$ cat src/rtl/xcorr_peak_finder.sv
// Streams one signed correlation sample per lag and commits the lag index and
// value of the largest sample; the earliest lag wins on ties.
module xcorr_peak_finder #(
    parameter int DATA_W = 32,
    parameter int IDX_W  = 16
) (
    input  logic                     hclk,
    input  logic                     hresetn,
    input  logic [31:0]              ctrl_word,
    input  logic                     s_valid,
    input  logic signed [DATA_W-1:0] s_data,
    output logic                     s_ready,
    output logic [31:0]              max_sequence_x,
    output logic [31:0]              max_sequence_y,
    output logic                     busy,
    output logic                     done
);

    typedef enum logic [1:0] {IDLE, RUN, FINISH} state_t;

    localparam logic [IDX_W-1:0] IDX_ONE = {{(IDX_W-1){1'b0}}, 1'b1};

    state_t                   state;
    state_t                   state_nxt;
    logic                     start_q;
    logic                     start_evt;
    logic                     vld_p0;
    logic                     last_p0;
    logic                     ctrl_unused;
    logic [IDX_W-1:0]         lag_n_in;
    logic [IDX_W-1:0]         lag_n;
    logic [IDX_W-1:0]         lag_cnt;
    logic [IDX_W-1:0]         peak_idx;
    logic signed [DATA_W-1:0] peak_val;

    function automatic logic [31:0] zext_idx(input logic [IDX_W-1:0] idx);
        return 32'(idx);
    endfunction

    function automatic logic [31:0] sext_val(input logic signed [DATA_W-1:0] val);
        return 32'(val);
    endfunction

    assign ctrl_unused = ^ctrl_word;
    assign lag_n_in    = ctrl_word[IDX_W+15:16];
    assign start_evt   = ctrl_word[0] & ~start_q;
    assign s_ready     = (state == RUN);
    assign busy        = (state != IDLE);
    assign vld_p0      = s_valid & s_ready;
    assign last_p0     = (lag_cnt == (lag_n - IDX_ONE));

    always_comb begin
        state_nxt = state;
        case (state)
            IDLE: begin
                if (start_evt) begin
                    state_nxt = (lag_n_in != '0) ? RUN : FINISH;
                end
            end
            RUN: begin
                if (vld_p0 && last_p0) begin
                    state_nxt = FINISH;
                end
            end
            FINISH: state_nxt = IDLE;
            default: state_nxt = IDLE;
        endcase
    end

    always_ff @(posedge hclk) begin
        if (!hresetn) begin
            state          <= IDLE;
            start_q        <= 1'b0;
            lag_n          <= '0;
            lag_cnt        <= '0;
            peak_idx       <= '0;
            peak_val       <= '0;
            done           <= 1'b0;
            max_sequence_x <= '0;
            max_sequence_y <= '0;
        end else begin
            state   <= state_nxt;
            start_q <= ctrl_word[0];
            done    <= (state == FINISH);

            if (state == IDLE && start_evt) begin
                lag_n    <= lag_n_in;
                lag_cnt  <= '0;
                peak_idx <= '0;
                peak_val <= '0;
            end

            // accept stage: the first sample of a run loads the peak unconditionally
            if (vld_p0) begin
                lag_cnt <= lag_cnt + IDX_ONE;
                if (lag_cnt == '0 || s_data > peak_val) begin
                    peak_val <= s_data;
                    peak_idx <= lag_cnt;
                end
            end

            // commit stage
            if (state == FINISH) begin
                max_sequence_x <= zext_idx(peak_idx);
                max_sequence_y <= sext_val(peak_val);
            end
        end
    end

endmodule

$ cat config.mk
export PLATFORM = sky130hd
export DESIGN_NAME = xcorr_peak_finder
export DESIGN_NICKNAME = d
export VERILOG_FILES = /design/src/rtl/xcorr_peak_finder.sv
export SDC_FILE = /design/constraint.sdc
export NUM_CORES = 1
export LEC_CHECK = 0
export CORE_ASPECT_RATIO = 0.5
export CORE_MARGIN = 2
export CORE_UTILIZATION = 35
export CTS_CLUSTER_DIAMETER = 40
export DETAILED_ROUTE_END_ITERATION = 6
export DONT_BUFFER_PORTS = 1
export PLACE_DENSITY_LB_ADDON = 0.15
export SETUP_SLACK_MARGIN = 0.05
export SLEW_MARGIN = 20
export SYNTH_ARGS = -nofsm -noshare
export SYNTH_HDL_FRONTEND = slang
export SYNTH_SLANG_ARGS = --single-unit
$ cat constraint.sdc
create_clock -name hclk -period 2.87 [get_ports hclk]
set_input_delay 0.4305 -clock hclk [delete_from_list [all_inputs] [get_ports hclk]]
set_output_delay 0.4305 -clock hclk [all_outputs]
set_load 0.005 [all_outputs]
Word-level counts from Yosys, hierarchy flattened:

Cells that the tools add are included.

* register bits: 132
* bits in latches: 0
* bits in writable memories: 0
* ROM bits: 0
* input port bits: 67
* output and inout port bits: 67
* memories kept: 0

* add/sub/neg operators: 2
* multipliers: 0
* divide/modulo/power cells: 0
* magnitude comparators: 1
* eq/ne operators: 5
* shift operators: 0
* multiplexer cells: 12
* bitwise logic cells: 3
* reduce and logical (&&, ||, !) cells: 9

Operator list (count)
* $mux 32: 3
* $mux 16: 5
* $gt 32x32->1: 1
* $add 16x1->16 const B: 1
* $eq 16x16->1: 1
* $logic_not 16->1: 1
* $reduce_bool 16->1: 1
* $sub 16x1->16 const B: 1
* $mux 2: 3
* $pmux 2 s2: 1
* $reduce_bool 2->1: 2
* $and 1x1->1: 2
* $eq 2x1->1 const B: 1
* $eq 2x2->1 const B: 1
* $logic_and 1x1->1: 2
* $logic_not 2->1: 1
* $ne 2x1->1 const B: 1
* $ne 2x2->1 const B: 1
* $reduce_and 2->1: 1
* $logic_or 1x1->1: 1
* $not 1->1: 1

Logic depth before layout (Yosys ltp):

* word-level depth: 6
* depth in mapped cells: 11
* gate-level depth less buffers: 9

Worst setup path before layout:

Ideal clock, no wire load.

* path type: input -> register
* start point: input port s_data[23]
* end point: register peak_val[10]
* setup time: 72 ps
* arrival: 2583 ps
* data required time: 2798 ps
* setup slack: 215 ps
* cell stages on the path: 10
* path through: ha_1 -> a21oi_1 -> o21a_1 -> o21ai_0 -> a2111o_1 -> or3b_2 -> nand3_1 -> buf_4 -> buf_4 -> mux2i_1

* longest elaborated chain between the ends: 4

RTL lines
* start, declared: RTL line 11 `input logic signed [DATA_W-1:0] s_data,`
* $gt 32x32->1: RTL line 96 `if (lag_cnt == '0 || s_data > peak_val) begin`
* $logic_or 1x1->1: RTL line 96
* $mux 32: RTL line 96
* $mux 32: RTL line 94 `if (vld_p0) begin`
* end signal, assigned: RTL line 97 `peak_val <= s_data;`
* end, declared: RTL line 34 `logic signed [DATA_W-1:0] peak_val;`

Every way passes these cells.
A chain may end at the register's enable or synchronous reset.

Worst setup path after layout:

* start point: register peak_val[23]
* end point: register peak_val[23]

* longest elaborated chain between the ends: 4

RTL lines (RTL line)
* $gt 32x32->1: 96
* $logic_or 1x1->1: 96
* $mux 32: 96
* $mux 32 *: 94

Every way passes the cells marked *; elsewhere a longest branch is shown, timed or not.

==> impl_metrics.tcl <==
set metrics [dict create \
    status "completed" \
    synthMuxAreaShare 0.08082 \
    fin_crit_ns 2.677 \
    grt_max_degree 181 \
    gp_congestion 0.7934 \
    ctsHtreeMaxLevel 4 \
    io_buffers 0 \
    syn_to_final_growth_pct 13.28 \
    wl_per_cell_um 15.93 \
    first_pass_iters 4 \
    ctsHoldBuffers 0 \
    synth_compound_area_frac 0.1301 \
    diodes 0 \
    clock-sinks 132 \
    grt_pass1_vias 5207 \
    synth_top_family_by_area "simple AND/OR/NAND/NOR gates" \
    rsz0062_at_grt "no" \
    yosys.area_share.simple 0.2421 \
    n_fill_cell 2030 \
    synth_edf_count 0 \
    synth_top_area_cell "dfxtp_1" \
    cts_tree "built" \
    end_kind "register" \
    maxCapViolCount 0 \
    globalRoute.totalOverflow 0 \
    path_class "reg -> reg" \
    yosys.area.top_type_share 0.3810 \
    syn_area_per_cell_sq_um 8.208 \
    viasPerCell 5.012 \
    route.vias.total 5518 \
    final_common_cell "nand2_1" \
    startpoint_type "register" \
    max-slew-margin-rel 0.4343 \
    layout.nets 924 \
    synth-main-ff-cell "dfxtp_1" \
    timing.fmax_mhz 373.5 \
    core_sq_um 19460 \
    p_total_mw 4.681 \
    crit_fanout 7 \
    cp.arrival_ns 3.03 \
    final_util 0.4037 \
    die_w_um 203.1 \
    synth_area_leaders "dfxtp_1, nand2_1, mux2i_1, a21boi_0, ha_1" \
    leakage_nw 2.730 \
    clk_path_buf_depth 2 \
    grt_first_pass_wirelength_mm 27.57 \
    dp_hpwl_mm 11.42 \
    die_y_um 103.5 \
    grt_usage 0.1657 \
    ys.warnings.count 0 \
    async_reset_ff_frac 0 \
    ys_types 53 \
    hold_viol_final 0 \
    crit_required_ns 3.22 \
    cts-root-buf "clkbuf_16" \
    mostFrequentLayoutCells "nand2_1, dfxtp_1, a21boi_0, nand3_1, mux2i_1" \
    min_period_over_period 0.9329 \
    setup-tns-final_ns 0 \
    start_util 0.3564 \
    num_rows 36 \
    fin_skew_ns 0.008735 \
    synth-xor-area-share 0.02778 \
    numCtsBuffers 17 \
    drc 0 \
    drt_wl_total_mm 17.54 \
    clk_pin_slew_ns 0.06 \
    clk_latency_ns 0.42 \
    hp-class "in -> reg" \
    dieArea_sq_um 21030 \
    synth_seq_area_share 0.3810 \
    worstMarginPinSlew_ns 0.8485 \
    finalMaxSlewViolations 0 \
    post-place-ws_ns 0.07883 \
    syn-cell-area_sq_um 6935 \
    drtIter0Drc 251 \
    ys_seq_elements 132 \
    antenna_found_initial 0 \
    peakVddDrop_mv 0.3769 \
    drtAntennaViolNets 0 \
    io_pins 134 \
    layout_setup_ws_ns 0.1926 \
    synthAdderAreaFrac 0.06314 \
    postSynthCellCount 845 \
    drive_above_1_share 0.08503 \
    setup_viol 0 \
    power_density_nw_per_um2 595.8 \
]
==> per-stage QoR <==
step / std cells / hold WS, ns / instance area, sq um
after global placement: 1063 / 0.4537 / 7111
after floorplan: 860 / 0.4412 / 6992
after global routing: 1101 / 0.1101 / 7856
after CTS: 1095 / 0.1058 / 7720
final: 1101 / 0.1230 / 7856
after detailed placement: 1063 / 0.4592 / 7111
==> cell usage after synthesis (10+ instances only) <==
cell / instances
nand3_1: 63
nor2_1: 14
a21oi_1: 18
nand4_1: 16
and2_1: 14
mux2i_1: 56
o21ai_0: 13
inv_1: 39
ha_1: 35
a21boi_0: 71
dfxtp_1: 132
xor2_1: 10
buf_4: 20
xnor2_1: 12
nand2_1: 201
clkbuf_1: 48
==> routing by layer <==
layer | track usage | part of all wire | vias to the layer above
met5 | 0 | 0 | -
met4 | 0.04275 | 0.0080 | 0
met3 | 0.04374 | 0.036 | 10
met2 | 0.2630 | 0.44 | 79
met1 | 0.2234 | 0.51 | 2623
li1 | - | - | 2806
==> registers in the layout (all words and copies together), names as in the netlist <==
| signal | count |
|---|---|
| state | 2 |
| peak_idx | 16 |
| lag_cnt | 16 |
| done | 1 |
| max_sequence_x | 16 |
| max_sequence_y | 32 |
| start_q | 1 |
| peak_val | 32 |
| lag_n | 16 |
==> cell families after synthesis <==
family                   count (synthesis)
adder cells (fa/ha/maj)                 35
XOR/XNOR                                22
multiplexers                            56
other                                    1
buffers and inverters                  114
AO/OA/AOI/OAI                          130
AND/OR/NAND/NOR                        355
flip-flops                             132
==> repair_timing <==
item                                    in CTS  in global routing
resized for setup                            0                  6
endpoints found under the setup margin       0                 46
setup buffers                                0                  1
==> layout make-up <==
class	instances	area (sq um)	area share
Clock buffer	17	425.4	0.05415
Tap cell	266	332.8	0.04236
Sequential cell	132	2646	0.3368
Timing Repair Buffer	18	246.5	0.03137
Inverter	39	146.4	0.01863
Multi-Input combinational cell	614	3875	0.4932
Clock inverter	15	183.9	0.02341
==> final timing paths <==
check | start | end | slack (ns) | cells past startpoint
worst max register to register | peak_val[23] | peak_val[23] | 0.19 | 10
worst max-delay path | peak_val[23] | peak_val[23] | 0.19 | 10
worst min register to register | peak_idx[9] | max_sequence_x[9] | 0.46 | 2
worst min-delay path | ctrl_word[0] | start_q | 0.12 | 1
==> critical path: stages, from the launching register on <==
cell and delay, ns:
dfxtp_2 0.34, inv_1 0.04, ha_1 0.29, a21oi_1 0.15, o21a_1 0.14, o21ai_0 0.12, a2111o_1 0.41, or3b_2 0.51
nand3_4 0.20, clkbuf_16 0.22, mux2i_1 0.18
==> where the power goes <==
group          leakage, nW  switching (mW)  internal [mW]
Combinational         1.38           0.267          0.232
Sequential            1.07          0.0457           1.87
Clock                0.278           0.892           1.37
Power figures use the tool's default switching activity.
